--- config.mk ---
export PLATFORM = sky130hd
export DESIGN_NAME = ex_muldiv_unit_flat
export DESIGN_NICKNAME = d
export VERILOG_FILES = /design/src/rtl/ex_muldiv_unit_if.sv /design/src/rtl/ex_muldiv_unit.sv /design/src/flat_wrapper.sv
export SDC_FILE = /design/constraint.sdc
export NUM_CORES = 1
export LEC_CHECK = 0
export BUFFER_PORTS_ARGS = -buffer_cell sky130_fd_sc_hd__buf_2
export CAP_MARGIN = 10
export CORE_UTILIZATION = 53
export CTS_CLUSTER_SIZE = 40
export DETAILED_ROUTE_END_ITERATION = 7
export PLACE_DENSITY = 0.75
export SKIP_CTS_REPAIR_TIMING = 1
export SLEW_MARGIN = 0
export SYNTH_ARGS = -nofsm -noshare
export SYNTH_HDL_FRONTEND = slang
export SYNTH_SLANG_ARGS = --single-unit
--- constraint.sdc ---
create_clock -name CLK -period 4.8 [get_ports CLK]
set_input_delay 0.48 -clock CLK [delete_from_list [all_inputs] [get_ports CLK]]
set_output_delay 0.48 -clock CLK [all_outputs]
set_load 0.005 [all_outputs]
--- src/rtl/ex_muldiv_unit_if.sv ---
// Request/response bundle between the ID/EX pipeline register and the RV32M mul/div unit.
// The pipeline drives the request as master; the unit answers with BUSY/DONE/RESULT as slave.
interface ex_muldiv_unit_if;
  logic        START;
  logic [2:0]  FUNCT3;
  logic [31:0] OPERAND_A;
  logic [31:0] OPERAND_B;
  logic        KILL;
  logic        BUSY;
  logic        DONE;
  logic [31:0] RESULT;

  modport master (
    output START, FUNCT3, OPERAND_A, OPERAND_B, KILL,
    input  BUSY, DONE, RESULT
  );

  modport slave (
    input  START, FUNCT3, OPERAND_A, OPERAND_B, KILL,
    output BUSY, DONE, RESULT
  );
endinterface

--- src/rtl/ex_muldiv_unit.sv ---
// Radix-2 sequential RV32M multiply/divide; 34 cycles start-to-DONE (1 for div-by-zero/overflow).
// No backpressure: BUSY stalls the pipeline, START outside IDLE is ignored, KILL abandons the op.
module ex_muldiv_unit (
  input logic              CLK,
  input logic              RESET,
  ex_muldiv_unit_if.slave  md
);
  localparam int XLEN = 32;

  typedef enum logic [1:0] {ST_IDLE, ST_CALC, ST_FIXUP, ST_DONE} state_t;

  state_t            state, state_nxt;
  logic [5:0]        cnt;
  logic [2*XLEN-1:0] acc;        // {hi, lo}: product, or {remainder, dividend/quotient}
  logic [XLEN-1:0]   opnd;       // multiplicand or divisor magnitude
  logic [2:0]        f3_q;
  logic              neg_hi;     // product / quotient must be negated
  logic              neg_lo;     // remainder must be negated
  logic [XLEN-1:0]   res_stage;
  logic [XLEN-1:0]   result_q;
  logic              busy_q;
  logic              done_q;

  logic              is_div, sgn_a, sgn_b, neg_a, neg_b;
  logic [XLEN-1:0]   mag_a, mag_b;
  logic              div_zero, div_ovf, special, accept;
  logic [XLEN-1:0]   special_res;
  logic [XLEN:0]     mul_sum;
  logic [XLEN:0]     div_shift, div_diff;
  logic [2*XLEN-1:0] mul_nxt, div_nxt, prod;
  logic [XLEN-1:0]   quo, rem, fix_res;

  // Operand decode and magnitude conversion at acceptance
  always_comb begin
    is_div      = md.FUNCT3[2];
    sgn_a       = is_div ? ~md.FUNCT3[0] : (md.FUNCT3 != 3'd3);
    sgn_b       = is_div ? ~md.FUNCT3[0] : ~md.FUNCT3[1];
    neg_a       = sgn_a & md.OPERAND_A[XLEN-1];
    neg_b       = sgn_b & md.OPERAND_B[XLEN-1];
    mag_a       = neg_a ? (32'd0 - md.OPERAND_A) : md.OPERAND_A;
    mag_b       = neg_b ? (32'd0 - md.OPERAND_B) : md.OPERAND_B;
    div_zero    = is_div && (md.OPERAND_B == 32'd0);
    div_ovf     = is_div && !md.FUNCT3[0] && (md.OPERAND_A == 32'h8000_0000)
                  && (md.OPERAND_B == 32'hFFFF_FFFF);
    special     = div_zero | div_ovf;
    special_res = 32'd0;
    if (div_zero)
      special_res = md.FUNCT3[1] ? md.OPERAND_A : 32'hFFFF_FFFF;
    else
      special_res = md.FUNCT3[1] ? 32'd0 : 32'h8000_0000;
    accept      = (state == ST_IDLE) && md.START && !md.KILL;
  end

  // One iteration step for each operation class
  always_comb begin
    mul_sum   = {1'b0, acc[2*XLEN-1:XLEN]} + (acc[0] ? {1'b0, opnd} : 33'd0);
    mul_nxt   = {mul_sum, acc[XLEN-1:1]};
    div_shift = {acc[2*XLEN-1:XLEN], acc[XLEN-1]};
    div_diff  = div_shift - {1'b0, opnd};
    if (div_diff[XLEN])
      div_nxt = {div_shift[XLEN-1:0], acc[XLEN-2:0], 1'b0};
    else
      div_nxt = {div_diff[XLEN-1:0], acc[XLEN-2:0], 1'b1};
  end

  // Sign correction and result selection
  always_comb begin
    prod    = neg_hi ? (64'd0 - acc) : acc;
    quo     = neg_hi ? (32'd0 - acc[XLEN-1:0]) : acc[XLEN-1:0];
    rem     = neg_lo ? (32'd0 - acc[2*XLEN-1:XLEN]) : acc[2*XLEN-1:XLEN];
    fix_res = 32'd0;
    case (f3_q)
      3'd0:                fix_res = prod[XLEN-1:0];
      3'd1, 3'd2, 3'd3:    fix_res = prod[2*XLEN-1:XLEN];
      3'd4, 3'd5:          fix_res = quo;
      default:             fix_res = rem;
    endcase
  end

  always_ff @(posedge CLK or negedge RESET) begin
    if (!RESET)
      state <= ST_IDLE;
    else
      state <= state_nxt;
  end

  always_comb begin
    state_nxt = state;
    case (state)
      ST_IDLE: begin
        if (accept)
          state_nxt = special ? ST_DONE : ST_CALC;
      end
      ST_CALC: begin
        if (md.KILL)
          state_nxt = ST_IDLE;
        else if (cnt == 6'd1)
          state_nxt = ST_FIXUP;
      end
      ST_FIXUP: begin
        state_nxt = md.KILL ? ST_IDLE : ST_DONE;
      end
      ST_DONE: begin
        state_nxt = ST_IDLE;
      end
      default: state_nxt = ST_IDLE;
    endcase
  end

  always_ff @(posedge CLK or negedge RESET) begin
    if (!RESET) begin
      cnt       <= 6'd0;
      acc       <= 64'd0;
      opnd      <= 32'd0;
      f3_q      <= 3'd0;
      neg_hi    <= 1'b0;
      neg_lo    <= 1'b0;
      res_stage <= 32'd0;
    end else begin
      case (state)
        ST_IDLE: begin
          if (accept) begin
            f3_q   <= md.FUNCT3;
            neg_hi <= neg_a ^ neg_b;
            neg_lo <= neg_a;
            cnt    <= 6'd32;
            if (is_div) begin
              acc  <= {32'd0, mag_a};
              opnd <= mag_b;
            end else begin
              acc  <= {32'd0, mag_b};
              opnd <= mag_a;
            end
            if (special)
              res_stage <= special_res;
          end
        end
        ST_CALC: begin
          cnt <= cnt - 6'd1;
          acc <= f3_q[2] ? div_nxt : mul_nxt;
        end
        ST_FIXUP: res_stage <= fix_res;
        default: ;
      endcase
    end
  end

  // RESULT only moves together with a DONE pulse, so a late KILL leaves it untouched
  always_ff @(posedge CLK or negedge RESET) begin
    if (!RESET) begin
      busy_q   <= 1'b0;
      done_q   <= 1'b0;
      result_q <= 32'd0;
    end else begin
      busy_q <= (state_nxt == ST_CALC) || (state_nxt == ST_FIXUP)
                || ((state_nxt == ST_DONE) && (state != ST_IDLE));
      done_q <= (state == ST_DONE) && !md.KILL;
      if ((state == ST_DONE) && !md.KILL)
        result_q <= res_stage;
    end
  end

  assign md.BUSY   = busy_q;
  assign md.DONE   = done_q;
  assign md.RESULT = result_q;
endmodule

--- src/flat_wrapper.sv ---
// flat-port wrapper written by rule: the top's interface ports become plain ports
module ex_muldiv_unit_flat 
  (CLK, RESET, md_START, md_FUNCT3, md_OPERAND_A, md_OPERAND_B, md_KILL, md_BUSY, md_DONE, md_RESULT);
  ex_muldiv_unit_if md_i ();
  input logic CLK;
  input logic RESET;
  input wire logic [$bits(md_i.START)-1:0] md_START;
  input wire logic [$bits(md_i.FUNCT3)-1:0] md_FUNCT3;
  input wire logic [$bits(md_i.OPERAND_A)-1:0] md_OPERAND_A;
  input wire logic [$bits(md_i.OPERAND_B)-1:0] md_OPERAND_B;
  input wire logic [$bits(md_i.KILL)-1:0] md_KILL;
  output wire logic [$bits(md_i.BUSY)-1:0] md_BUSY;
  output wire logic [$bits(md_i.DONE)-1:0] md_DONE;
  output wire logic [$bits(md_i.RESULT)-1:0] md_RESULT;
  assign md_i.START = md_START;
  assign md_i.FUNCT3 = md_FUNCT3;
  assign md_i.OPERAND_A = md_OPERAND_A;
  assign md_i.OPERAND_B = md_OPERAND_B;
  assign md_i.KILL = md_KILL;
  assign md_BUSY = md_i.BUSY;
  assign md_DONE = md_i.DONE;
  assign md_RESULT = md_i.RESULT;
  ex_muldiv_unit u_core (.CLK(CLK), .RESET(RESET), .md(md_i));
endmodule
Word-level counts from Yosys, hierarchy flattened

Cells that the tools add are included.

Flip-flop bits (word level): 175
Input bits: 71
Output and inout port bits: 34
Word-level logic and storage cells: 94

Reductions and logical operators: 23
Add/sub/neg operators: 8
Bitwise gates (word level): 6
Eq/ne operators: 17
Muxes and demuxes: 29

Operators by type and width:

| operator                | count |
|---|---|
| $mux W32                | 12 |
| $mux W64                | 4 |
| $pmux W64 S2            | 1 |
| $sub A1 B32 Y32 const A | 4 |
| $pmux W32 S3            | 1 |
| $eq A32 B32 Y1 const B  | 2 |
| $pmux W32 S2            | 1 |
| $sub A1 B64 Y64 const A | 1 |
| $add A32 B33 Y33        | 1 |
| $sub A33 B32 Y33        | 1 |
| $logic_not A32 Y1       | 1 |
| $pmux W6 S2             | 1 |
| $mux W2                 | 5 |
| $eq A2 B2 Y1 const B    | 4 |
| $logic_and A1 B1 Y1     | 8 |
| $pmux W2 S4             | 1 |
| $eq A3 B2 Y1 const B    | 2 |
| $eq A3 B3 Y1 const B    | 2 |
| $eq A6 B1 Y1 const B    | 1 |
| $mux W6                 | 1 |
| $reduce_bool A2 Y1      | 3 |
| $sub A6 B1 Y6 const B   | 1 |
| $eq A2 B1 Y1 const B    | 2 |
| $ne A2 B1 Y1 const B    | 2 |
| 15 further kinds        | 21 |

Depth between registers and ports, before layout

Depth in word-level cells: 11
Depth in mapped cells: 15
Gate-level depth less buffers: 14

Least setup slack after synthesis

Ideal clock, no wire load.

Path type: register to register
From: register u_core.acc[0]
To: register u_core.acc[62]
Cell stages (with the launch flop): 16
Clock period less this slack: 3.379 ns
Data arrival time: 3.250 ns
Library setup time: 0.129 ns
Buffers on the path: 2
Data required time: 4.671 ns
Setup slack: 1.421 ns
Path through: dfrtp_1 inv_1 clkbuf_1 nor2_1 ha_1 clkbuf_1 a211oi_1 o211ai_1 a221oi_1 o41ai_1 a221oi_1 o211a_1 o21ai_0 a31o_2 o2111ai_1 o21ai_0

Longest elaborated chain between the ends: 4

Ends and longest elaborated chain:

| element                | RTL line              | text |
|---|---|---|
| start, declared        | ex_muldiv_unit.sv:14  | `logic [2*XLEN-1:0] acc;` |
| start signal, assigned | ex_muldiv_unit.sv:128 | `acc <= {32'd0, mag_a};` |
| start signal, assigned | ex_muldiv_unit.sv:131 | `acc <= {32'd0, mag_b};` |
| start signal, assigned | ex_muldiv_unit.sv:140 | `acc <= f3_q[2] ? div_nxt : mul_nxt;` |
| $mux W32               | ex_muldiv_unit.sv:56  | `mul_sum = {1'b0, acc[2*XLEN-1:XLEN]} + (acc[0] ? {1'b0, opnd} : 33'd0);` |
| $add A32 B33 Y33       | ex_muldiv_unit.sv:56  |  |
| $mux W64               | ex_muldiv_unit.sv:140 |  |
| $pmux W64 S2           | ex_muldiv_unit.sv:120 | `case (state)` |

No other way between the ends.
A chain may end at the register's enable or synchronous reset.

Worst setup path after layout

Same ends and word-level chain as after synthesis.

==> reports/metrics.cfg <==
[placement]
pre_cts_ws_ps=791.6
gp_congestion=1.007
dp_hpwl_mm=42.04
port_buffers=104

[setup_path]
cp.arrival_ps=4470
path_buf_inv=2
end_kind=register
crit_family=compound AO/OA/AOI/OAI gates
cp_max_fo=18
critPathKind=reg2reg
required_ps=5110
slowest_stage=a221oi_1
crit_path_start_kind=register
path_cells=inv_1, nor2_1, ha_1, a211oi_1, o211ai_1, a221oi_1, o41ai_1, buf_4, a221oi_1, o211a_1, o21ai_0, a31o_2, o2111ai_1, o21ai_0
slowest_delay_ps=550

[floorplan]
start_util_pct=53.74
num_io_pins=105
die-area_mm2=0.03075
die_w_um=175.4
die_h_um=175.4
core_mm2=0.02964
fp-row-count=63

[route]
vias=16680
viasPerCell=6.570
drt-initial-drc-count=2317
drt-total-wl_mm=56.22
drtAntennaViolNets=0
first_pass_iters=8
wire_per_inst_um=22.15
drc_errors=0

[yosys]
syn_area_mm2=0.01593
syn-num-nets=2265
synthArstFlopShare_pct=100.0
ys_warn_count=0
synthFlopType=dfrtp_1
synth_edf_count=0
yosys.area.top_type=dfrtp_1
synth.avg_cell_area_um2=7.513
synth_cell_types=76
synth.ff_latch_count=175
synth_cells=2120
yosysSeqAreaShare_pct=27.49
synth_top_area_share_pct=27.49
synthTopCellsByArea=dfrtp_1, nand2_1, o21ai_0

[timing]
setup_viol=0
max_slew_margin_pct=26.08
fin_skew_ps=14.62
hold_viol=0
worstMarginPinSlew_ps=1109
finalCritPeriodShare_pct=86.61
rsz0062_at_grt=no
fmax_ghz=0.2405
maxSlewViolCount=0
setup_tns_ps=0
worst_slack_ps=642.6
min_period_ps=4157

[job]
drv_cap=0

[power_and_ir_drop]
vdd_ir_drop_max_mv=0.3110
p_leak_uw=0.007516
powerDensity_mw_per_mm2=591.7

[clocking]
cts_sinks=175
cts_made_buffers=17
cts_buffer_depth=2
htreeDepth=4
clk_pin_slew_worst_paths_ps=80
clk_latency_ps=460
cts_tree=built
clockRootBuffer=clkbuf_16

[grt]
grt_overflow=0
track_usage_pct=36.31
grt_max_degree=104
antenna_found_initial=1
grt_first_pass_wirelength_mm=86.24
grt_pass1_vias=14900

[finish]
area_growth_pct=8.515
utilization_pct=58.32
nets=2280
drive_gt1_share_pct=9.544
num_antenna_cells=0

[status]
status=finished, final reports clean

[hold_path]
hold_path.class=in2async

kinds of logic (layout without fill, tap and decap cells):
group,Yosys count,count (layout),share of synthesized area [%]
AO/OA/AOI/OAI,692,692,27.16
XOR/XNOR,188,188,10.34
adder cells (fa/ha/maj),74,74,5.907
buffers and inverters,217,245,5.185
flip-flops,175,175,27.49
multiplexers,46,46,2.906
AND/OR/NAND/NOR,728,728,21.01
report_power, final:
| part | internal, µW | switching [µW] | total, µW |
|---|---|---|---|
| Clock | 753 | 721 | 1470 |
| Sequential | 1980 | 814 | 2790 |
| Combinational | 2340 | 3620 | 5960 |
| Total | 5070 | 5160 | 10200 |
placed cells by master, fill, tap and decap left out, types with 24 or more instances in the layout:
master	count
nand2_1	312
o21ai_0	196
nor2_1	178
dfrtp_1	173
a21oi_1	172
buf_2	103
xnor2_1	94
xor2_1	94
inv_1	78
ha_1	72
a211oi_1	54
mux2i_1	44
nand3_1	35
o211ai_1	34
nor3_1	30
buf_4	30
or3_1	27
o31ai_1	26
a31oi_1	26
a22oi_1	24
area by class of cell:
class / instances / area [µm²]
Tap cell: 390 / 488.0
Inverter: 78 / 292.8
Sequential cell: 175 / 4382
Multi-Input combinational cell: 1728 / 10760
Fill cell: 2840 / 12350
Timing Repair Buffer: 135 / 772.0
Clock buffer: 19 / 442.9
Clock inverter: 13 / 151.4
routing by layer:
layer / share of wire, % / up-vias / GRT usage (%)
met2: 42 / 1063 / 53.16
met1: 41 / 7788 / 50.63
met3: 12 / 162 / 8.355
li1: - / 7660 / -
met5: 0.023 / - / 0
met4: 4.6 / 2 / 16.67
state kept, by name (all words and copies together) (netlist names):
register	count
u_core.md.RESULT	32
u_core.acc	64
u_core.f3_q	3
u_core.opnd	32
u_core.neg_hi	1
u_core.md.DONE	1
u_core.neg_lo	1
u_core.md.BUSY	1
u_core.cnt	6
u_core.state	2
u_core.res_stage	32
cell usage after synthesis (all sizes together), types with 10 or more instances:
cell	count
nand2	312
o21ai	210
nor2	182
dfrtp	175
a21oi	172
clkbuf	116
xnor2	94
xor2	94
inv	78
ha	72
a211oi	54
mux2i	44
nand3	36
o211ai	34
nor3	32
o31ai	28
or3	28
a31oi	26
a22oi	24
buf	23
a21o	22
nor4	22
or4	20
nand4	18
o221ai	18
nor2b	16
o22ai	16
or2	15
o21a	14
nand2b	13
o41ai	13
and2	10
worst paths after layout:
path	startpoint	depth (start not counted)	to	slack, ps
max reg2reg	u_core.acc[0]	14	u_core.acc[62]	640
min	RESET	1	u_core.md.DONE	50
min reg2reg	u_core.res_stage[20]	2	u_core.md.RESULT[20]	460
min in group CLK	md_KILL	2	u_core.state[0]	240
max	u_core.acc[0]	14	u_core.acc[62]	640
max in group asynchronous	RESET	2	u_core.f3_q[2]	3690
metrics by stage:
stage	power (µW)	area (µm²)	instances	hold slack, ps
2_1_floorplan	6914	15930	2120	184.4
3_3_place_gp	8418	16690	2506	449.7
3_5_place_dp	8552	16690	2506	455.2
4_1_cts	10030	17280	2538	91.13
5_1_grt	10900	17280	2538	92.40
6_report	10230	17280	2538	46.08
(Power assumes the default switching activity.)
